### config.mk
export PLATFORM = sky130hd
export DESIGN_NAME = alu_operand_stage
export DESIGN_NICKNAME = d
export VERILOG_FILES = /design/src/rtl/alu_operand_stage.sv
export SDC_FILE = /design/constraint.sdc
export NUM_CORES = 1
export LEC_CHECK = 0
export ABC_CLOCK_PERIOD_IN_PS = 5000
export CAP_MARGIN = 20
export CORE_ASPECT_RATIO = 1.75
export CORE_MARGIN = 8
export CORE_UTILIZATION = 47
export DETAILED_ROUTE_END_ITERATION = 10
export PLACE_DENSITY = 0.95
export SYNTH_ARGS = -nofsm -noshare
export SYNTH_HDL_FRONTEND = slang
export SYNTH_SLANG_ARGS = --single-unit
### constraint.sdc
create_clock -name clk -period 5 [get_ports clk]
set_input_delay 1.25 -clock clk [delete_from_list [all_inputs] [get_ports clk]]
set_output_delay 1.25 -clock clk [all_outputs]
set_load 0.05 [all_outputs]
### src/rtl/alu_operand_stage.sv
// ALU operand stage: resolves rs1/rs2 through the forwarding channels,
// selects ALU operands A/B from the opcode and holds the result in a single
// valid/ready pipeline register with flush.
module alu_operand_stage #(
    parameter int XLEN    = 32,
    parameter int NUM_FWD = 2,
    parameter int REG_AW  = 5
) (
    input  logic                      clk,
    input  logic                      rst,
    input  logic                      in_valid,
    output logic                      in_ready,
    input  logic [6:0]                in_opcode,
    input  logic [REG_AW-1:0]         in_rs1_addr,
    input  logic [REG_AW-1:0]         in_rs2_addr,
    input  logic [XLEN-1:0]           in_rs1_data,
    input  logic [XLEN-1:0]           in_rs2_data,
    input  logic [XLEN-1:0]           in_imm,
    input  logic [XLEN-1:0]           in_pc,
    input  logic [NUM_FWD-1:0]        fwd_valid,
    input  logic [NUM_FWD*REG_AW-1:0] fwd_rd,
    input  logic [NUM_FWD*XLEN-1:0]   fwd_data,
    input  logic                      flush,
    output logic                      out_valid,
    input  logic                      out_ready,
    output logic [XLEN-1:0]           alu_a,
    output logic [XLEN-1:0]           alu_b,
    output logic [XLEN-1:0]           out_rs2,
    output logic [6:0]                out_opcode,
    output logic [XLEN-1:0]           out_pc,
    output logic                      out_illegal,
    output logic [1:0]                out_fwd_hit
);

    localparam logic [6:0] OP_R      = 7'b0110011;
    localparam logic [6:0] OP_I      = 7'b0010011;
    localparam logic [6:0] OP_LOAD   = 7'b0000011;
    localparam logic [6:0] OP_JALR   = 7'b1100111;
    localparam logic [6:0] OP_S      = 7'b0100011;
    localparam logic [6:0] OP_JAL    = 7'b1101111;
    localparam logic [6:0] OP_BRANCH = 7'b1100011;
    localparam logic [6:0] OP_LUI    = 7'b0110111;
    localparam logic [6:0] OP_AUIPC  = 7'b0010111;

    // Returns {hit, value}. Channels are scanned from the oldest down to the
    // youngest so the lowest hitting index is the last to overwrite.
    // x0 is never forwarded.
    function automatic logic [XLEN:0] resolve_src(
        input logic [REG_AW-1:0]         addr,
        input logic [XLEN-1:0]           rf_data,
        input logic [NUM_FWD-1:0]        vld,
        input logic [NUM_FWD*REG_AW-1:0] rd,
        input logic [NUM_FWD*XLEN-1:0]   data
    );
        logic [XLEN:0] res;
        res = {1'b0, rf_data};
        for (int i = NUM_FWD - 1; i >= 0; i--) begin
            if (vld[i] && (rd[i*REG_AW +: REG_AW] == addr) && (addr != {REG_AW{1'b0}})) begin
                res = {1'b1, data[i*XLEN +: XLEN]};
            end else begin
                res = res;
            end
        end
        return res;
    endfunction

    logic [XLEN:0]   rs1_res_s;
    logic [XLEN:0]   rs2_res_s;
    logic [XLEN-1:0] a_s;
    logic [XLEN-1:0] b_s;
    logic            illegal_s;
    logic            use_rs1_s;
    logic            use_rs2_s;
    logic [1:0]      hit_s;
    logic            in_ready_s;
    logic            accept_s;

    logic            valid_r;
    logic [XLEN-1:0] a_r;
    logic [XLEN-1:0] b_r;
    logic [XLEN-1:0] rs2_r;
    logic [6:0]      opcode_r;
    logic [XLEN-1:0] pc_r;
    logic            illegal_r;
    logic [1:0]      hit_r;

    assign rs1_res_s = resolve_src(in_rs1_addr, in_rs1_data, fwd_valid, fwd_rd, fwd_data);
    assign rs2_res_s = resolve_src(in_rs2_addr, in_rs2_data, fwd_valid, fwd_rd, fwd_data);

    // Operand selection per opcode class; also records which sources the
    // instruction really reads so the debug hit flags stay meaningful.
    always_comb begin
        a_s       = {XLEN{1'b0}};
        b_s       = {XLEN{1'b0}};
        illegal_s = 1'b0;
        use_rs1_s = 1'b0;
        use_rs2_s = 1'b0;
        case (in_opcode)
            OP_R: begin
                a_s       = rs1_res_s[XLEN-1:0];
                b_s       = rs2_res_s[XLEN-1:0];
                use_rs1_s = 1'b1;
                use_rs2_s = 1'b1;
            end
            OP_I, OP_LOAD, OP_JALR: begin
                a_s       = rs1_res_s[XLEN-1:0];
                b_s       = in_imm;
                use_rs1_s = 1'b1;
            end
            OP_S: begin
                a_s       = rs1_res_s[XLEN-1:0];
                b_s       = in_imm;
                use_rs1_s = 1'b1;
                use_rs2_s = 1'b1;
            end
            OP_BRANCH: begin
                a_s       = in_pc;
                b_s       = in_imm;
                use_rs1_s = 1'b1;
                use_rs2_s = 1'b1;
            end
            OP_JAL, OP_AUIPC: begin
                a_s = in_pc;
                b_s = in_imm;
            end
            OP_LUI: begin
                // immediate arrives already upper-aligned
                b_s = in_imm;
            end
            default: begin
                // undecoded opcode still flows down the pipe; execute traps it
                illegal_s = 1'b1;
            end
        endcase
    end

    assign hit_s      = {rs2_res_s[XLEN] & use_rs2_s, rs1_res_s[XLEN] & use_rs1_s};
    assign in_ready_s = !valid_r || out_ready;
    assign accept_s   = in_valid && in_ready_s;

    // Pipeline register: reset > flush > accept > transfer > hold.
    always_ff @(posedge clk) begin
        if (rst) begin
            valid_r   <= 1'b0;
            a_r       <= {XLEN{1'b0}};
            b_r       <= {XLEN{1'b0}};
            rs2_r     <= {XLEN{1'b0}};
            opcode_r  <= 7'b0000000;
            pc_r      <= {XLEN{1'b0}};
            illegal_r <= 1'b0;
            hit_r     <= 2'b00;
        end else if (flush) begin
            valid_r <= 1'b0;
        end else if (accept_s) begin
            valid_r   <= 1'b1;
            a_r       <= a_s;
            b_r       <= b_s;
            rs2_r     <= rs2_res_s[XLEN-1:0];
            opcode_r  <= in_opcode;
            pc_r      <= in_pc;
            illegal_r <= illegal_s;
            hit_r     <= hit_s;
        end else if (valid_r && out_ready) begin
            valid_r <= 1'b0;
        end else begin
            valid_r <= valid_r;
        end
    end

    assign in_ready    = in_ready_s;
    assign out_valid   = valid_r;
    assign alu_a       = a_r;
    assign alu_b       = b_r;
    assign out_rs2     = rs2_r;
    assign out_opcode  = opcode_r;
    assign out_pc      = pc_r;
    assign out_illegal = illegal_r;
    assign out_fwd_hit = hit_r;

endmodule

==> key figures, run 1 <==
CTS
  • Post-CTS setup buffers: 0
  • Clk Latency, worst-skew pair: 0.43 ns
  • Clk sinks: 139
  • CTS tree: built
  • Reg clk slew, reported paths: 0.06 ns
  • Post-CTS sizing: 0
  • Num CTS Buffers: 17
  • Root buffer cell: clkbuf_16
  • CTS H-tree lvls: 4
  • Max clock buf depth: 2
  • Cts hold-fix bufs: 0

Route
  • DRT Wirelength: 41.1 mm
  • Routed len/inst: 25.6 um
  • DRC Markers: 0
  • Post-route ant nets: 0
  • Total iterations of the first detailed-routing run: 6
  • Via count: 10333
  • Initial DRC count: 1184
  • Vias per cell: 6.44

Timing
  • Final-report max-slew violation count: 0
  • Clock Skew: 0.0147 ns
  • Worst Tran Pin Value: 1.14 ns
  • FMAX: 253 MHz
  • Setup slack after layout: 1.05 ns
  • RSZ-0062 raised after global routing: false
  • Setup_tns: 0 ns
  • Relative slew slack: 23.8%
  • Endpoints failing setup: 0
  • Hold Vio Cnt, Final: 0
  • Period utilisation layout: 79.0%
  • Min cycle time layout: 3.95 ns

Power
  • Pint: 2.26 mW
  • Net switching power: 1.11 mW
  • Peak VDD IR: 0.184 mV
  • Sequential share of power: 35.3%
  • Logic pwr share: 26.3%
  • Power Dens Cells: 267 nW/um2
  • Clock power frac: 38.4%
  • Sw frac: 33.0%
  • Leak Pwr: 4.62 nW

Global route
  • Total GRT Usage: 34.7%
  • GRT overflow: 0
  • Number of global-route vias before repair: 10309
  • Global Route met3 Usage: 8.54%
  • Met2 Usage GRT: 60.0%
  • Largest net degree at the start of global routing: 157
  • Initial antenna violation count: 7
  • GRT busiest layer: met2
  • GR Util met1: 36.4%
  • Global-route wire length before repair: 62.2 mm

Cells and area
  • Share of layout cells above drive strength 1: 7.68%
  • Post-Route Utilization: 71.0%
  • Area growth syn-to-layout: 49.7%
  • Post-Layout Cell Count: 1605
  • Nets: 1580

Critical path
  • Critical path class: in2out
  • Kind of start point of the critical path: primary input
  • Arrival time worst endpoint: 2.70 ns
  • Reg2Reg Setup Slack: 2.70 ns
  • Crit path launch: out_ready
  • Crit-path max FO: 3
  • FF-to-FF End: alu_b[3]$_SDFFE_PP0P_
  • Worst Path Required: 3.75 ns
  • Worst flop-to-flop path startpoint: out_valid$_SDFFE_PP0P_
  • Crit end category: output pin
  • R2R depth: 7

Min path
  • Hold depth: 2
  • HP Start: out_opcode[0]$_SDFFE_PP0P_
  • Worst Hold End: out_opcode[0]$_SDFFE_PP0P_
  • Worst min path class: reg2reg

Status
  • Status: complete, no violations

Floorplanning
  • Die footprint: 22700 um2
  • Initial Util: 47.4%
  • # rows: 65
  • Die X: 117 um
  • Num ports: 366
  • Core ar.: 17800 um2
  • Die height: 193 um

Logic synthesis
  • Fraction of registers with async set/reset: 0%
  • Netlist cell types: 55
  • Register bit count reported by yosys: 139
  • Top cells by area, synth: dfxtp_1 (33%), a21oi_1 (6.2%), a211oi_1 (4.8%), a31oi_1 (4.1%), nand2_1 (3.8%)
  • Main synth FF type: dfxtp_1
  • Cell area after synthesis: 8450 um2
  • Synth top area share: 32.9%
  • Post-Syn Nets: 1289
  • Synth warn: 0
  • Number of synthesized flops with an enable pin: 0
  • Most instantiated cells after synthesis: dfxtp_1 (139), a21oi_1 (104), nand2_1 (86)
  • Count leader, synth: dfxtp_1
  • Avg Cell Area, Syn: 7.95 um2
  • Synth area leader: dfxtp_1
  • Seq/Total Area, Yosys: 32.9%
  • Cells after Synth: 1063

Placement
  • Final HPWL DP: 28.8 mm
  • DP Cell Count: 1569
  • GPL Wtd Cong: 1.03
  • Pre-CTS setup slack: 1.02 ns
  • Port Buffers: 365

Run
  • Max-cap violations: 0
==> power groups by stage <==
stage	clock network, mW	registers [mW]	logic, mW
floorplan	0	1.39	0.280
global placement	0	1.21	0.856
detailed placement	0	1.21	0.868
CTS	1.29	1.19	0.874
global route	1.34	1.20	0.923
finish	1.29	1.19	0.887
==> worst max-delay path, stage by stage <==
cell,delay [ns]
clkdlybuf4s50_1,0.39
nor2b_1,0.24
inv_1,0.10
clkdlybuf4s50_1,0.71
==> registers in the layout (all words and copies together) (netlist names) <==
| name | flops |
|---|---|
| alu_a | 32 |
| out_fwd_hit | 2 |
| out_illegal | 1 |
| alu_b | 32 |
| out_rs2 | 32 |
| out_valid | 1 |
| out_opcode | 7 |
| out_pc | 32 |
==> cell type report <==
type | count | area, um2
timing repair buffer | 387 | 3840
inverter | 52 | 195
multi-input combinational | 757 | 4940
antenna | 4 | 10.0
fill | 1312 | 5160
tap | 234 | 293
clock buffer | 19 | 443
clock inverter | 13 | 144
sequential | 139 | 2780
==> kinds of logic (layout without fill, tap and decap cells) <==
group | after synthesis | after routing | share of synthesized area [%]
compound gates | 388 | 388 | 32.3
simple gates | 350 | 350 | 23.7
buf+inv | 167 | 471 | 9.12
flops | 139 | 139 | 32.9
xor+xnor | 19 | 19 | 1.97
other cells | 0 | 4 | 0
==> worst max-delay path by stage <==
stage / cells after the start / end / slack (ns)
after floorplan: 2 / in_ready / 2.11
after global placement: 4 / in_ready / 1.09
after detailed placement: 7 / alu_a[16]$_SDFFE_PP0P_ / 1.02
after CTS: 4 / in_ready / 1.05
after global routing: 4 / in_ready / 1.00
final: 4 / in_ready / 1.05
==> per-stage QoR <==
| step | area (um2) | hold slack, ns | power, mW |
|---|---|---|---|
| floorplan | 8450 | 0.671 | 1.67 |
| global placement | 12100 | 0.439 | 2.07 |
| CTS | 12600 | 0.454 | 3.35 |
| detailed placement | 12100 | 0.446 | 2.08 |
| global route | 12600 | 0.467 | 3.46 |
| finish | 12600 | 0.452 | 3.37 |
==> layer usage <==
| metal | vias to the layer above | wire length (um) |
|---|---|---|
| met5 | - | 37 |
| met4 | 6 | 3080 |
| met3 | 185 | 3830 |
| met2 | 779 | 20400 |
| met1 | 4831 | 13700 |
| li1 | 4532 | - |
==> cell usage in the layout, fill, tap and decap left out, types with 15 or more instances in the layout <==
cell and n:
o21ai_0 31, o31ai_1 21, buf_4 21, nand3b_1 34, a31oi_1 56, a21boi_0 24, o32ai_1 17, o311ai_1 15
and2_1 20, o211ai_1 19, or4_1 16, clkbuf_16 17, a211oi_1 54, dfxtp_1 139, inv_1 52, xor2_1 18
nand2_1 86, clkdlybuf4s50_1 364, and4_1 31, nand4_1 16, nor2_1 68, nor3_1 17, a21oi_1 104, and3_1 32
Note: power is estimated with default switching activity, not from simulation.
==> run 2, diff against run 1 <==
==> config.mk (replaced) <==
export PLATFORM = sky130hd
export DESIGN_NAME = alu_operand_stage
export DESIGN_NICKNAME = d
export VERILOG_FILES = /design/src/rtl/alu_operand_stage.sv
export SDC_FILE = /design/constraint.sdc
export NUM_CORES = 1
export LEC_CHECK = 0
export ABC_CLOCK_PERIOD_IN_PS = 3350
export CAP_MARGIN = 20
export CORE_ASPECT_RATIO = 1.75
export CORE_MARGIN = 8
export CORE_UTILIZATION = 39
export DETAILED_ROUTE_END_ITERATION = 10
export PLACE_DENSITY = 0.88
export SYNTH_ARGS = -nofsm -noshare
export SYNTH_HDL_FRONTEND = slang
export SYNTH_SLANG_ARGS = --single-unit
==> constraint.sdc (replaced) <==
create_clock -name clk -period 3.35 [get_ports clk]
set_input_delay 0.8375 -clock clk [delete_from_list [all_inputs] [get_ports clk]]
set_output_delay 0.8375 -clock clk [all_outputs]
set_load 0.05 [all_outputs]
==> run 2 against run 1 <==
Net effect:
- hold slack better by 0.0039 ns
- critical endpoint unchanged
- highest routed layer unchanged
- power is 48% higher
- largest cell class unchanged
- worst setup slack worse by 0.78 ns
- routed wire length is 0.80% higher
- clock-buffer cell count is 1 higher
==> key figures, run 2 (same netlist as run 1, synthesis figures left out) <==
Power
  • Sw frac: 33.5% (+0.50 points)
  • Peak VDD IR: 0.278 mV (+51%)
  • Power Dens Cells: 383 nW/um2 (+44%)
  • Leak Pwr: 4.75 nW (+3.0%)
  • Logic pwr share: 27.2% (+0.9 points)
  • Clock power frac: 37.1% (-1.3 points)
  • Pint: 3.32 mW (+47%)
  • Sequential share of power: 35.7% (+0.4 points)
  • Net switching power: 1.67 mW (+50%)
  • Overall power: 4.98 mW (+48%)

Route
  • Vias per cell: 6.01 (-6.7%)
  • Total iterations of the first detailed-routing run: 8 (+2)
  • Initial DRC count: 1033 (-13%)
  • Post-route ant nets: 0 (unchanged)
  • DRT Wirelength: 41.4 mm (+0.80%)
  • Via count: 10107 (-2.2%)
  • DRC Markers: 0 (unchanged)
  • Routed len/inst: 24.6 um (-3.8%)

Timing
  • RSZ-0062 raised after global routing: false
  • Setup slack after layout: 0.268 ns (-0.783 ns)
  • Setup_tns: 0 ns (unchanged)
  • Min cycle time layout: 3.08 ns
  • Worst Tran Pin Value: 0.780 ns (-0.363 ns)
  • Endpoints failing setup: 0 (unchanged)
  • Clock Skew: 0.0136 ns (-0.00108 ns)
  • Hold Vio Cnt, Final: 0 (unchanged)
  • Final-report max-slew violation count: 0 (unchanged)
  • FMAX: 324 MHz
  • Period utilisation layout: 92.0%
  • Relative slew slack: 47.6% (+24 points)

Critical path
  • Cell family with most CP delay: buffers and inverters
  • Crit end category: output pin
  • Arrival time worst endpoint: 2.24 ns (-0.46 ns)
  • Kind of start point of the critical path: primary input
  • Crit-path cells: clkdlybuf4s50_1, nor2b_1, inv_1, clkdlybuf4s50_1
  • Critical path's most frequent cell: clkdlybuf4s50_1
  • Critical path class: in2out
  • Buf+Inv Stages, Crit Path: 3 (unchanged)
  • Worst Path Required: 2.51 ns (-1.24 ns)
  • Crit path launch: out_ready
  • Worst path slowest cell: clkdlybuf4s50_1
  • Max incr delay on CP: 0.71 ns (about the same)
  • Worst flop-to-flop path startpoint: out_valid$_SDFFE_PP0P_
  • Crit-path max FO: 3 (unchanged)

Floorplanning
  • # rows: 71 (+9.2%)
  • Num ports: 366 (unchanged)
  • Die X: 127 um (+8.4%)
  • Core ar.: 21400 um2 (+20%)
  • Initial Util: 39.5% (-8.0 points)
  • Die height: 211 um (+9.0%)
  • Die footprint: 26800 um2 (+18%)

CTS
  • Max clock buf depth: 2 (unchanged)
  • Post-CTS setup buffers: 0 (unchanged)
  • Clk Latency, worst-skew pair: 0.43 ns (about the same)
  • Post-CTS sizing: 0 (unchanged)
  • Cts hold-fix bufs: 0 (unchanged)
  • CTS tree: built
  • CTS H-tree lvls: 4 (unchanged)
  • Clk sinks: 139 (unchanged)
  • Root buffer cell: clkbuf_16
  • Reg clk slew, reported paths: 0.06 ns (about the same)
  • Num CTS Buffers: 17 (unchanged)

Placement
  • GPL Wtd Cong: 0.937 (-9.0%)
  • Pre-CTS setup slack: -0.0114 ns (-1.03 ns)
  • Final HPWL DP: 31.1 mm (+8.0%)
  • Port Buffers: 365 (unchanged)

Global route
  • Number of global-route vias before repair: 10134 (-1.7%)
  • Total GRT Usage: 29.7% (-5.0 points)
  • GR Util met1: 29.6% (-6.8 points)
  • Largest net degree at the start of global routing: 87 (-45%)
  • Global-route wire length before repair: 60.7 mm (-2.5%)
  • Initial antenna violation count: 5 (-2)
  • GRT overflow: 0 (unchanged)
  • GRT busiest layer: met2
  • Global Route met3 Usage: 6.37% (-2.2 points)
  • Met2 Usage GRT: 53.1% (-6.9 points)

Min path
  • HP Start: out_pc[27]$_SDFFE_PP0P_
  • Worst min path class: reg2reg

Status
  • Status: complete, no violations

Cells and area
  • Share of layout cells above drive strength 1: 8.87% (+1.2 points)
  • Commonest non-fill, non-tap cell in the layout: clkdlybuf4s50_1
  • Most frequent cells in the layout: clkdlybuf4s50_1 (364), dfxtp_1 (139), a21oi_1 (104)
  • Nets: 1600 (+1.3%)
  • Register Area: 2780 um2 (unchanged)
  • Area growth syn-to-layout: 54.0%
  • Multi-input combinational cell area: 4940 um2 (unchanged)
  • Fillers: 1853 (+41%)

Run
  • Max-cap violations: 0 (unchanged)
[run 2: per-stage QoR]
| step | hold slack (ns) | instance area (um2) | utilization [%] | cells |
|---|---|---|---|---|
| floorplan | 0.671 | 8450 | - | 1063 |
| global placement | 0.441 | 12500 | 58.2 | 1647 |
| detailed placement | 0.447 | 12500 | 58.2 | 1647 |
| CTS | 0.456 | 13000 | 60.7 | 1679 |
| global route | 0.470 | 13000 | 60.8 | 1681 |
| finish | 0.456 | 13000 | 60.8 | 1682 |
[run 2: final cells by class]
cell class              count  share of cell area [%]
multi-input cells         757                    38.0
repair buffers            407                    32.0
flip-flops and latches    139                    21.4
clock buffers              20                    3.36
well taps                 292                    2.81
inverters                  52                    1.50
clock inverters            12                   0.904
diodes                      3                  0.0577
[run 2: routing by layer]
metal	routed length (um)	part of all wire (%)
met4	3040	7.3
met1	13900	33
met2	21300	52
met3	3120	7.5
met5	40	0.097
[run 2: worst reg2reg max path: stages, from the launching register on]
cell and delay [ns]:
dfxtp_1 0.30, nor2b_1 0.15, inv_1 0.07, nand3b_1 0.29, nor2_1 0.47, nand2_2 0.38, o32ai_1 0.42
[run 2: path summary, 6_finish.rpt]
| check | end | slack [ns] | cells after the start |
|---|---|---|---|
| setup / recovery | in_ready | 0.27 | 4 |
| setup reg to reg | alu_b[8]$_SDFFE_PP0P_ | 1.17 | 6 |
| hold reg to reg | out_pc[27]$_SDFFE_PP0P_ | 0.46 | 2 |
| hold / removal | out_pc[27]$_SDFFE_PP0P_ | 0.46 | 2 |
[run 2: power groups by stage]
stage | Clock (mW) | Sequential (mW) | Combinational [mW]
finish | 1.85 | 1.78 | 1.36
CTS | 1.86 | 1.78 | 1.35
detailed placement | 0 | 1.82 | 1.34
global placement | 0 | 1.81 | 1.33
global route | 1.93 | 1.79 | 1.42
floorplan | 0 | 2.08 | 0.418
